<file path="src/rtl/sort_stat_pkg.sv">
// ============================================================================
// Module  : sort_stat_pkg
// Purpose : Shared types and constants for the sort_stat result engine.
//           Optional macro SORT_STAT_ORDER_CHECK_EN adds the order-violation beat.
// Rev     : 1.0  initial release
// ============================================================================
`default_nettype none

package sort_stat_pkg;

    typedef enum logic [1:0] {
        IDLE    = 2'd0,
        COLLECT = 2'd1,
        CALC    = 2'd2,
        OUT     = 2'd3
    } state_t;

    localparam int RES_IDX_W = 3;

    localparam logic [RES_IDX_W-1:0] RES_SUM  = 3'd0;
    localparam logic [RES_IDX_W-1:0] RES_MAX  = 3'd1;
    localparam logic [RES_IDX_W-1:0] RES_MIN  = 3'd2;
    localparam logic [RES_IDX_W-1:0] RES_MED  = 3'd3;
    localparam logic [RES_IDX_W-1:0] RES_DIST = 3'd4;
    localparam logic [RES_IDX_W-1:0] RES_VIOL = 3'd5;

`ifdef SORT_STAT_ORDER_CHECK_EN
    localparam logic [RES_IDX_W-1:0] RES_CNT  = 3'd6;
`else
    localparam logic [RES_IDX_W-1:0] RES_CNT  = 3'd5;
`endif

    // Sum of N values of W bits needs clog2(N) extra bits of headroom.
    function automatic int sum_w_f(input int n, input int w);
        return w + $clog2(n);
    endfunction

endpackage

`default_nettype wire

</file>
<file path="src/rtl/sort_stat_if.sv">
// ============================================================================
// Module  : sort_stat_if
// Purpose : Frame input / result output bundle between sorter and sort_stat.
// Rev     : 1.0  initial release
// ============================================================================
`default_nettype none

interface sort_stat_if
    import sort_stat_pkg::*;
#(
    parameter int W     = 5,
    parameter int SUM_W = sum_w_f(10, W)
);
    logic             in_valid;
    logic [W-1:0]     in;
    logic             out_valid;
    logic [SUM_W-1:0] out;
    logic             frame_err;
    logic             overrun;

    modport master (
        output in_valid, in,
        input  out_valid, out, frame_err, overrun
    );

    modport slave (
        input  in_valid, in,
        output out_valid, out, frame_err, overrun
    );
endinterface

`default_nettype wire

</file>
<file path="src/rtl/sort_stat_acc.sv">
// ============================================================================
// Module  : sort_stat_acc
// Purpose : Per-beat statistics datapath (sum/max/min/distinct/median).
//           SORT_STAT_ORDER_CHECK_EN adds the ascending-step violation counter.
// Rev     : 1.0  initial release
// ============================================================================
`default_nettype none

module sort_stat_acc #(
    parameter int N      = 10,
    parameter int W      = 5,
    parameter int SUM_W  = 9,
    parameter int CNT_W  = 4,
    parameter int DIST_W = 4,
    parameter int VIOL_W = 4
) (
    input  wire logic              clk,
    input  wire logic              rst,
    input  wire logic              i_first,
    input  wire logic              i_beat,
    input  wire logic              i_calc,
    input  wire logic [CNT_W-1:0]  i_idx,
    input  wire logic [W-1:0]      i_data,
    output logic      [SUM_W-1:0]  o_sum,
    output logic      [W-1:0]      o_max,
    output logic      [W-1:0]      o_min,
    output logic      [DIST_W-1:0] o_dist,
`ifdef SORT_STAT_ORDER_CHECK_EN
    output logic      [VIOL_W-1:0] o_viol,
`endif
    output logic      [W-1:0]      o_med
);

    localparam logic [CNT_W-1:0] c_MED_A = CNT_W'(N/2 - 1);
    localparam logic [CNT_W-1:0] c_MED_B = CNT_W'(N/2);

    logic [SUM_W-1:0]  r_sum;
    logic [W-1:0]      r_max;
    logic [W-1:0]      r_min;
    logic [W-1:0]      r_prev;
    logic [DIST_W-1:0] r_dist;
    logic [W-1:0]      r_med_a;
    logic [W-1:0]      r_med_b;
    logic [W-1:0]      r_med;
    logic [W:0]        w_med_sum;
    logic              w_take;

    assign w_take    = i_first | i_beat;
    assign w_med_sum = {1'b0, r_med_a} + {1'b0, r_med_b};

    always_ff @(posedge clk) begin
        if (rst) begin
            r_sum   <= '0;
            r_max   <= '0;
            r_min   <= '0;
            r_prev  <= '0;
            r_dist  <= '0;
            r_med_a <= '0;
            r_med_b <= '0;
            r_med   <= '0;
        end else begin
            if (i_first) begin
                r_sum  <= SUM_W'(i_data);
                r_max  <= i_data;
                r_min  <= i_data;
                r_prev <= i_data;
                r_dist <= DIST_W'(1);
            end else if (i_beat) begin
                r_sum  <= r_sum + SUM_W'(i_data);
                if (i_data > r_max) r_max <= i_data;
                if (i_data < r_min) r_min <= i_data;
                if (i_data != r_prev) r_dist <= r_dist + DIST_W'(1);
                r_prev <= i_data;
            end
            // Index 0 can be a median tap when N=2, so both accept paths count.
            if (w_take && (i_idx == c_MED_A)) r_med_a <= i_data;
            if (w_take && (i_idx == c_MED_B)) r_med_b <= i_data;
            if (i_calc) r_med <= w_med_sum[W:1];
        end
    end

`ifdef SORT_STAT_ORDER_CHECK_EN
    logic [VIOL_W-1:0] r_viol;

    always_ff @(posedge clk) begin
        if (rst) begin
            r_viol <= '0;
        end else if (i_first) begin
            r_viol <= '0;
        end else if (i_beat && (i_data > r_prev)) begin
            r_viol <= r_viol + VIOL_W'(1);
        end
    end

    assign o_viol = r_viol;
`endif

    assign o_sum  = r_sum;
    assign o_max  = r_max;
    assign o_min  = r_min;
    assign o_dist = r_dist;
    assign o_med  = r_med;

endmodule

`default_nettype wire

</file>
<file path="src/rtl/sort_stat.sv">
// ============================================================================
// Module  : sort_stat
// Purpose : Captures one sorted frame and emits sum/max/min/median/distinct.
//           SORT_STAT_ORDER_CHECK_EN appends an order-violation count beat.
// Rev     : 1.0  initial release
// ============================================================================
`default_nettype none

module sort_stat
    import sort_stat_pkg::*;
#(
    parameter int N     = 10,
    parameter int W     = 5,
    parameter int SUM_W = sum_w_f(N, W)
) (
    input  wire logic clk,
    input  wire logic rst,
    sort_stat_if.slave bus
);

    localparam int CNT_W  = $clog2(N + 1);
    localparam int DIST_W = $clog2(N + 1);
    localparam int VIOL_W = $clog2(N);

    localparam logic [CNT_W-1:0] c_LAST = CNT_W'(N - 1);

    state_t                 r_state, w_state_nxt;
    logic [CNT_W-1:0]       r_cnt, w_cnt_nxt;
    logic [RES_IDX_W-1:0]   r_idx, w_idx_nxt;
    logic [RES_IDX_W-1:0]   w_sel;
    logic [SUM_W-1:0]       r_out, w_out_nxt, w_mux;
    logic                   r_out_valid, w_out_valid_nxt;
    logic                   r_frame_err, w_frame_err_nxt;
    logic                   r_overrun;
    logic                   r_blk;
    logic                   w_busy;
    logic                   w_first, w_beat, w_calc;

    logic [SUM_W-1:0]       w_sum;
    logic [W-1:0]           w_max, w_min, w_med;
    logic [DIST_W-1:0]      w_dist;
`ifdef SORT_STAT_ORDER_CHECK_EN
    logic [VIOL_W-1:0]      w_viol;
`endif

    sort_stat_acc #(
        .N      (N),
        .W      (W),
        .SUM_W  (SUM_W),
        .CNT_W  (CNT_W),
        .DIST_W (DIST_W),
        .VIOL_W (VIOL_W)
    ) u_acc (
        .clk     (clk),
        .rst     (rst),
        .i_first (w_first),
        .i_beat  (w_beat),
        .i_calc  (w_calc),
        .i_idx   (r_cnt),
        .i_data  (bus.in),
        .o_sum   (w_sum),
        .o_max   (w_max),
        .o_min   (w_min),
        .o_dist  (w_dist),
`ifdef SORT_STAT_ORDER_CHECK_EN
        .o_viol  (w_viol),
`endif
        .o_med   (w_med)
    );

    assign w_busy = (r_state == CALC) || (r_state == OUT);

    // CALC already presents beat 0; OUT presents the beat at r_idx.
    assign w_sel = (r_state == CALC) ? RES_SUM : r_idx;

    always_comb begin
        w_mux = '0;
        case (w_sel)
            RES_SUM:  w_mux = w_sum;
            RES_MAX:  w_mux = SUM_W'(w_max);
            RES_MIN:  w_mux = SUM_W'(w_min);
            RES_MED:  w_mux = SUM_W'(w_med);
            RES_DIST: w_mux = SUM_W'(w_dist);
`ifdef SORT_STAT_ORDER_CHECK_EN
            RES_VIOL: w_mux = SUM_W'(w_viol);
`endif
            default:  w_mux = '0;
        endcase
    end

    always_comb begin
        w_state_nxt     = r_state;
        w_cnt_nxt       = r_cnt;
        w_idx_nxt       = r_idx;
        w_out_nxt       = '0;
        w_out_valid_nxt = 1'b0;
        w_frame_err_nxt = 1'b0;
        w_first         = 1'b0;
        w_beat          = 1'b0;
        w_calc          = 1'b0;
        case (r_state)
            IDLE: begin
                if (bus.in_valid && !r_blk) begin
                    w_first     = 1'b1;
                    w_cnt_nxt   = CNT_W'(1);
                    w_state_nxt = COLLECT;
                end
            end
            COLLECT: begin
                if (bus.in_valid) begin
                    w_beat = 1'b1;
                    if (r_cnt == c_LAST) begin
                        w_cnt_nxt   = '0;
                        w_state_nxt = CALC;
                    end else begin
                        w_cnt_nxt = r_cnt + CNT_W'(1);
                    end
                end else begin
                    w_frame_err_nxt = 1'b1;
                    w_cnt_nxt       = '0;
                    w_state_nxt     = IDLE;
                end
            end
            CALC: begin
                w_calc          = 1'b1;
                w_out_nxt       = w_mux;
                w_out_valid_nxt = 1'b1;
                w_idx_nxt       = RES_IDX_W'(1);
                w_state_nxt     = OUT;
            end
            OUT: begin
                if (r_idx == RES_CNT) begin
                    w_idx_nxt   = '0;
                    w_state_nxt = IDLE;
                end else begin
                    w_out_nxt       = w_mux;
                    w_out_valid_nxt = 1'b1;
                    w_idx_nxt       = r_idx + RES_IDX_W'(1);
                end
            end
            default: w_state_nxt = IDLE;
        endcase
    end

    always_ff @(posedge clk) begin
        if (rst) begin
            r_state     <= IDLE;
            r_cnt       <= '0;
            r_idx       <= '0;
            r_out       <= '0;
            r_out_valid <= 1'b0;
            r_frame_err <= 1'b0;
            r_overrun   <= 1'b0;
            r_blk       <= 1'b0;
        end else begin
            r_state     <= w_state_nxt;
            r_cnt       <= w_cnt_nxt;
            r_idx       <= w_idx_nxt;
            r_out       <= w_out_nxt;
            r_out_valid <= w_out_valid_nxt;
            r_frame_err <= w_frame_err_nxt;
            r_overrun   <= bus.in_valid && w_busy;
            // A stream that began while busy stays rejected until in_valid drops.
            r_blk       <= bus.in_valid && (w_busy || r_blk);
        end
    end

    assign bus.out       = r_out;
    assign bus.out_valid = r_out_valid;
    assign bus.frame_err = r_frame_err;
    assign bus.overrun   = r_overrun;

endmodule

`default_nettype wire
</file>
<file path="src/flat_wrapper.sv">
// flat-port wrapper written by rule: the top's interface ports become plain ports
module sort_stat_flat import sort_stat_pkg::*;
#(
    parameter int N     = 10,
    parameter int W     = 5,
    parameter int SUM_W = sum_w_f(N, W)
)
  (clk, rst, bus_in_valid, bus_in, bus_out_valid, bus_out, bus_frame_err, bus_overrun);
  sort_stat_if #(.W(W), .SUM_W(SUM_W)) bus_i ();
  input  wire logic clk;
  input  wire logic rst;
  input wire logic [$bits(bus_i.in_valid)-1:0] bus_in_valid;
  input wire logic [$bits(bus_i.in)-1:0] bus_in;
  output wire logic [$bits(bus_i.out_valid)-1:0] bus_out_valid;
  output wire logic [$bits(bus_i.out)-1:0] bus_out;
  output wire logic [$bits(bus_i.frame_err)-1:0] bus_frame_err;
  output wire logic [$bits(bus_i.overrun)-1:0] bus_overrun;
  assign bus_i.in_valid = bus_in_valid;
  assign bus_i.in = bus_in;
  assign bus_out_valid = bus_i.out_valid;
  assign bus_out = bus_i.out;
  assign bus_frame_err = bus_i.frame_err;
  assign bus_overrun = bus_i.overrun;
  sort_stat #(.N(N), .W(W), .SUM_W(SUM_W)) u_core (.clk(clk), .rst(rst), .bus(bus_i));
endmodule
</file>
<file path="config.mk">
export PLATFORM = sky130hd
export DESIGN_NAME = sort_stat_flat
export DESIGN_NICKNAME = d
export VERILOG_FILES = /design/src/rtl/sort_stat_pkg.sv /design/src/rtl/sort_stat_if.sv /design/src/rtl/sort_stat_acc.sv /design/src/rtl/sort_stat.sv /design/src/flat_wrapper.sv
export SDC_FILE = /design/constraint.sdc
export NUM_CORES = 1
export LEC_CHECK = 0
export ABC_AREA = 0
export CELL_PAD_IN_SITES_DETAIL_PLACEMENT = 1
export CELL_PAD_IN_SITES_GLOBAL_PLACEMENT = 2
export CORE_ASPECT_RATIO = 1.25
export CORE_MARGIN = 4
export CORE_UTILIZATION = 33
export CTS_CLUSTER_SIZE = 10
export DETAILED_ROUTE_END_ITERATION = 6
export GPL_TIMING_DRIVEN = 0
export PLACE_DENSITY = 0.76
export SYNTH_ARGS = -nofsm -noshare
export SYNTH_HDL_FRONTEND = slang
export SYNTH_SLANG_ARGS = --single-unit
</file>
<file path="constraint.sdc">
create_clock -name clk -period 1.8 [get_ports clk]
set_input_delay 0.36 -clock clk [delete_from_list [all_inputs] [get_ports clk]]
set_output_delay 0.36 -clock clk [all_outputs]
set_load 0.02 [all_outputs]
</file>
==> impl_metrics.env, run 1 <==
export IMPL_outcome="finished with violations"
export IMPL_violations="negative setup slack"
export IMPL_core_um2=9760
export IMPL_drv_cap=0
export IMPL_std_cell_rows=40
export IMPL_slew_headroom=0.594
export IMPL_globalRoute_busiestLayer="met2"
export IMPL_grt_antenna_before_repair=0
export IMPL_layout_min_cycle_time_ps=1880
export IMPL_fin_nets=447
export IMPL_first_global_vias=2928
export IMPL_critPathBufInv=2
export IMPL_drt_total_wl_um=9600
export IMPL_setup_violations=7
export IMPL_diodes=0
export IMPL_port_buffer_count=19
export IMPL_r2r_start="u_core.u_acc.o_sum[0]"
export IMPL_track_usage=0.169
export IMPL_final_cell_count_no_fill=546
export IMPL_wl_per_cell_um=17.6
export IMPL_area_growth_pct=27.1
export IMPL_critPathKind="register to register"
export IMPL_start_util=0.342
export IMPL_die_area_um2=11800
export IMPL_hold_buffers=0
export IMPL_met3_usage=0.0352
export IMPL_drive_gt1_frac=0.205
export IMPL_cts_root_buf="clkbuf_16"
export IMPL_end_kind="register"
export IMPL_yosysWarnings=0
export IMPL_finalMaxSlewViolations=0
export IMPL_grt_ovfl_total=0
export IMPL_seq_area_frac_synth=0.390
export IMPL_dp_hpwl_um=6970
export IMPL_placed_cell_area_um2=3700
export IMPL_path_delay_family="adder cells"
export IMPL_num_vias=2801
export IMPL_fp_dieW_um=98.0
export IMPL_cts_buffer_depth=2
export IMPL_detail_route_antenna_nets=0
export IMPL_grt_max_degree=11
export IMPL_cp_slowest_cell="fa_2"
export IMPL_synth_area_um2=3340
export IMPL_p_leak_nw=1.77
export IMPL_drtIter0Drc=123
export IMPL_htree_levels=3
export IMPL_grt_util_met1=0.191
export IMPL_start_kind="register"
export IMPL_totalPowerFinal_mw=3.83
export IMPL_grt_pass1_wl_um=15500
export IMPL_cts_tree="yes"
export IMPL_design_area_um2=4250
export IMPL_cp_data_required_time_ps=2000
export IMPL_clock_skew_ps=4.15
export IMPL_r2r_slack_ps=-80
export IMPL_cp_data_arrival_time_ps=2070
export IMPL_power_density_nw_per_um2=902
export IMPL_rsz0062_at_grt="true"
export IMPL_ios=20
export IMPL_synth_edff_count=0
export IMPL_cts_clk_slew_worst_paths_ps=60
export IMPL_cts_buffers=9
export IMPL_synth_seq_cells=65
export IMPL_syn_avg_cell_area_um2=8.96
export IMPL_critPathMaxFanout=3
export IMPL_die_h_um=120
export IMPL_ys_flop_type="dfxtp_1"
export IMPL_setup_slack_ps=-77.0
export IMPL_finalWeightedCongestion=0.778
export IMPL_async_reset_ff_frac=0
export IMPL_finalCritPeriodShare=1.04
export IMPL_synth_net_count=405
export IMPL_synthCells=373
export IMPL_via_per_inst=5.13
export IMPL_cts_sinks=65
export IMPL_hold_start="u_core.u_acc.o_med[1]"
export IMPL_dp_cells=518
export IMPL_tightest_slew_ps=609
export IMPL_fmax_mhz=533
export IMPL_grt_met2_usage=0.302
export IMPL_synth_cell_types=52
export IMPL_crit_chain="ha_4 -> inv_2 -> fa_2 -> nand2b_4 -> a21oi_4 -> buf_4 -> a211oi_2 -> a221oi_2 -> nor2_1"
export IMPL_clk_latency_ps=330
export IMPL_worstSetupStartpoint="u_core.u_acc.o_sum[0]"
export IMPL_hold_class="register to register"
export IMPL_critPathMaxStageDelay_ps=400
export IMPL_post_route_drc_count=0
export IMPL_firstDrtPassIters=4
export IMPL_peakVddDrop_uv=389
export IMPL_finalHoldViolations=0
-- stage by stage --
stage | setup WS (ps) | util | hold slack (ps) | setup TNS, ps
2_1_floorplan | 2.09 | - | 432 | 0
3_3_place_gp | -893 | 0.380 | 444 | -25510
3_5_place_dp | -896 | 0.380 | 450 | -27100
4_1_cts | -111 | 0.422 | 458 | -398
5_1_grt | -170 | 0.435 | 480 | -1240
6_report | -77.0 | 0.435 | 458 | -343
-- synth_stat cells, types with 6 or more instances --
library cell  count  area share
a211oi_1          6       0.013
a21oi_1          26       0.039
a22oi_1          13       0.029
buf_2             6      0.0090
clkbuf_1          6      0.0067
dfxtp_1          65        0.39
ha_1             22       0.082
inv_1            22       0.025
mux2i_1          21       0.063
nand2_1          30       0.034
nand2b_1          7       0.013
nor2_1           48       0.054
o21ai_0          11       0.016
xor2_1           11       0.029
-- power breakdown --
group / total (mW) / leakage (nW) / internal, mW / switching, mW
sequential: 1.53 / 0.531 / 1.49 / 0.0424
combinational: 0.498 / 1.08 / 0.215 / 0.283
clock: 1.80 / 0.158 / 1.16 / 0.644
total: 3.83 / 1.77 / 2.86 / 0.969
-- worst reg2reg max path, stage by stage, from the launching register on --
cell,delay [ps]
dfxtp_2,360
ha_4,140
inv_2,40
fa_2,400
nand2b_4,180
a21oi_4,160
buf_4,130
a211oi_2,40
a221oi_2,200
nor2_1,80
-- sequential cells by signal (all words and copies together) (netlist names), 5 cells and up, named ones only --
register and count:
u_core.u_acc.o_sum 9, u_core.u_acc.r_prev 5, u_core.u_acc.o_max 5, u_core.u_acc.r_med_b 5, u_core.u_acc.o_med 5, u_core.u_acc.r_med_a 5
u_core.u_acc.o_min 5, u_core.bus.out 9
-- worst paths after layout --
kind,to,cells after the start
worst max-delay path,u_core.u_acc.o_sum[4],9
worst min-delay path,u_core.u_acc.o_med[1],2
worst max register to register,u_core.u_acc.o_sum[4],9
worst min register to register,u_core.u_acc.o_med[1],2
-- final cells by class --
cell class              instances  area [µm²]
well taps                     126         158
inverters                      22        82.6
clock buffers                  15         308
plain buffers                  17        98.8
multi-input cells             268        1990
fillers                      1141        5510
clock inverters                 1        5.00
flip-flops and latches         65        1310
repair buffers                 32         293
-- cell families after synthesis --
family	share of synthesized area
buffers and inverters	0.0528
xor gates and xnor gates	0.0341
DFF	0.390
AOI/OAI and AO/OA	0.171
and+or+nand+nor	0.195
muxes	0.0629
adders and majority gates	0.0944
-- placed cells by master (no fill, tap or decap), types with 4 or more instances in the layout --
cell	instances
clkdlybuf4s50_1	13
xor2_1	11
clkbuf_2	4
dfxtp_2	7
a211oi_1	5
nor2b_1	5
nand3_1	4
inv_1	19
a31oi_1	4
and2_1	5
ha_1	17
a22oi_1	13
mux2i_1	21
nand2_1	30
clkbuf_1	4
clkbuf_16	9
a21oi_1	24
clkbuf_8	6
nand2b_1	6
o21ai_0	10
ha_4	5
buf_6	4
dfxtp_1	58
nor2_1	46
buf_4	12
-- per-layer routing --
metal / share of wire / wire, µm
met5: 0 / 0
met4: 0.027 / 257
met3: 0.024 / 235
met2: 0.52 / 5020
met1: 0.43 / 4090
-- repair_timing --
item | 4_1_cts | 5_1_grt
endpoints found under the setup margin | 38 | 32
gates resized for setup | 28 | 26
buffers inserted | 9 | 4
pin swaps | 6 | 12
No activity file was read; power rests on OpenSTA's default activity.
==> inputs of run 2 (changes only) <==
--- a/config.mk
+++ b/config.mk
@@ -14,7 +14,8 @@
 export CTS_CLUSTER_SIZE = 10
 export DETAILED_ROUTE_END_ITERATION = 6
 export GPL_TIMING_DRIVEN = 0
-export PLACE_DENSITY = 0.76
+export PLACE_DENSITY_LB_ADDON = 0.25
+export RECOVER_POWER = 100
 export SYNTH_ARGS = -nofsm -noshare
 export SYNTH_HDL_FRONTEND = slang
 export SYNTH_SLANG_ARGS = --single-unit
==> impl_metrics.env, run 2 (synthesized netlist as in run 1, its figures left out) <==
export IMPL_critPathMaxStageDelay_ps=340
export IMPL_ios=20
export IMPL_cts_tree="yes"
export IMPL_fmax_mhz=542
export IMPL_power_density_nw_per_um2=875
export IMPL_finalWeightedCongestion=0.785
export IMPL_p_comb_frac=0.131
export IMPL_outcome="finished with violations"
export IMPL_dp_hpwl_um=7020
export IMPL_layout_min_cycle_time_ps=1850
export IMPL_area_growth_pct=24.1
export IMPL_hold_buffers=0
export IMPL_p_sw_frac=0.251
export IMPL_p_leak_nw=1.78
export IMPL_hold_class="register to register"
export IMPL_first_global_vias=3003
export IMPL_start_util=0.342
export IMPL_drive_gt1_frac=0.193
export IMPL_std_cell_rows=40
export IMPL_detail_route_antenna_nets=0
export IMPL_fin_nets=445
export IMPL_critPathMaxFanout=5
export IMPL_highest_signal_layer="met4"
export IMPL_track_usage=0.169
export IMPL_final_common_cell="dfxtp_1"
export IMPL_end_kind="register"
export IMPL_power_switching_mw=0.913
export IMPL_core_um2=9760
export IMPL_cts_sinks=65
export IMPL_grt_ovfl_total=0
export IMPL_wl_met1_um=3910
export IMPL_finalCritPeriodShare=1.03
export IMPL_post_route_drc_count=0
export IMPL_firstDrtPassIters=4
export IMPL_dr_wl_met2_um=4920
export IMPL_wl_per_cell_um=17.2
export IMPL_violations="negative setup slack"
export IMPL_totalPowerFinal_mw=3.63
export IMPL_slew_headroom=0.595
export IMPL_crit_chain="inv_2 -> ha_4 -> a211o_1 -> a221o_1 -> a21oi_4 -> mux2i_1 -> nor2_1"
export IMPL_tightest_slew_ps=607
export IMPL_peakVddDrop_uv=379
export IMPL_finalMaxSlewViolations=0
export IMPL_num_vias=2787
export IMPL_cts_buffer_depth=2
export IMPL_setup_slack_ps=-46.2
export IMPL_path_delay_family="compound AO/OA/AOI/OAI gates"
export IMPL_power_share_clock=0.446
export IMPL_critPathKind="register to register"
export IMPL_cts_buffers=9
export IMPL_rsz0062_at_grt="true"
export IMPL_setup_violations=5
export IMPL_grt_pass1_wl_um=15600
export IMPL_pwr_share_seq=0.423
export IMPL_fp_dieW_um=98.0
export IMPL_grt_antenna_before_repair=0
export IMPL_via_per_inst=5.15
export IMPL_start_kind="register"
export IMPL_clk_latency_ps=320
export IMPL_p_int_mw=2.72
export IMPL_met3WireLength_um=248
export IMPL_htree_levels=3
export IMPL_critPathBufInv=1
export IMPL_clock_skew_ps=4.75
export IMPL_finalHoldViolations=0
export IMPL_cp_slowest_cell="a221o_1"
export IMPL_diodes=0
export IMPL_mostFrequentLayoutCells="dfxtp_1, nor2_1, nand2_1, a21oi_1, mux2i_1"
export IMPL_fin_util=0.425
export IMPL_port_buffer_count=19
export IMPL_cts_root_buf="clkbuf_16"
export IMPL_drtIter0Drc=99
export IMPL_cp_data_required_time_ps=1990
export IMPL_cts_clk_slew_worst_paths_ps=50
export IMPL_die_area_um2=11800
export IMPL_cp_data_arrival_time_ps=2030
export IMPL_drv_cap=0
export IMPL_drt_total_wl_um=9300
export IMPL_grt_max_degree=11
export IMPL_die_h_um=120
==> run 2: final cells by class <==
class / count / area, µm²
buffer: 17 / 93.8
inverter: 22 / 82.6
tap: 126 / 158
clock buffer: 13 / 270
sequential: 65 / 1310
timing repair buffer: 30 / 267
fill: 1134 / 5610
multi-input combinational: 268 / 1960
==> run 2: metrics by stage <==
step / area, µm² / hold slack [ps] / cells / setup TNS, ps / setup WS (ps)
3_3_place_gp: 3700 / 449 / 518 / -26180 / -893
2_1_floorplan: 3360 / 432 / 373 / 0 / 2.09
6_report: 4150 / 453 / 541 / -138 / -46.2
3_5_place_dp: 3700 / 447 / 518 / -28650 / -938
5_1_grt: 4150 / 470 / 541 / -1120 / -139
4_1_cts: 4110 / 456 / 540 / -382 / -92.3
==> run 2: repair_timing <==
action,in CTS,in global routing
buffers inserted,9,2
pin swaps,8,7
endpoints found under the setup margin,39,38
resized for setup,32,20
==> run 2: worst reg2reg max path, stage by stage, from the launching register on <==
cell	delay, ps
dfxtp_2	330
inv_2	50
ha_4	210
a211o_1	250
a221o_1	340
a21oi_4	250
mux2i_1	240
nor2_1	50
==> run 2: final timing paths <==
kind	startpoint	endpoint	slack, ps	cells past startpoint
max	u_core.u_acc.o_max[2]	u_core.u_acc.o_max[3]	-50	7
min	u_core.u_acc.o_med[1]	u_core.u_acc.o_med[1]	450	2
max reg2reg	u_core.u_acc.o_max[2]	u_core.u_acc.o_max[3]	-50	7
min reg2reg	u_core.u_acc.o_med[1]	u_core.u_acc.o_med[1]	450	2
==> run 2: per-layer routing <==
layer  up-vias  track usage
li1       1380            -
met1      1348        0.186
met2        39        0.313
met3        20       0.0277
met4         0       0.0788
met5         -            0
==> run 2: power groups by stage <==
stage                     clock network [mW]  registers [mW]  logic [mW]
final                                   1.62            1.53       0.477
after global routing                    1.71            1.54       0.538
after CTS                               1.66            1.53       0.482
after detailed placement                   0            1.56       0.436
after global placement                     0            1.56       0.421
after floorplan                            0            1.55       0.308
==> inputs of run 3 (changes only) <==
--- a/config.mk
+++ b/config.mk
@@ -6,6 +6,7 @@
 export NUM_CORES = 1
 export LEC_CHECK = 0
 export ABC_AREA = 0
+export ABC_CLOCK_PERIOD_IN_PS = 1800
 export CELL_PAD_IN_SITES_DETAIL_PLACEMENT = 1
 export CELL_PAD_IN_SITES_GLOBAL_PLACEMENT = 2
 export CORE_ASPECT_RATIO = 1.25
@@ -13,6 +14,7 @@
 export CORE_UTILIZATION = 33
 export CTS_CLUSTER_SIZE = 10
 export DETAILED_ROUTE_END_ITERATION = 6
+export GPL_ROUTABILITY_DRIVEN = 0
 export GPL_TIMING_DRIVEN = 0
 export PLACE_DENSITY_LB_ADDON = 0.25
 export RECOVER_POWER = 100
==> results of run 3 <==
Final layout, timing and power as in run 2 (identical DEF).
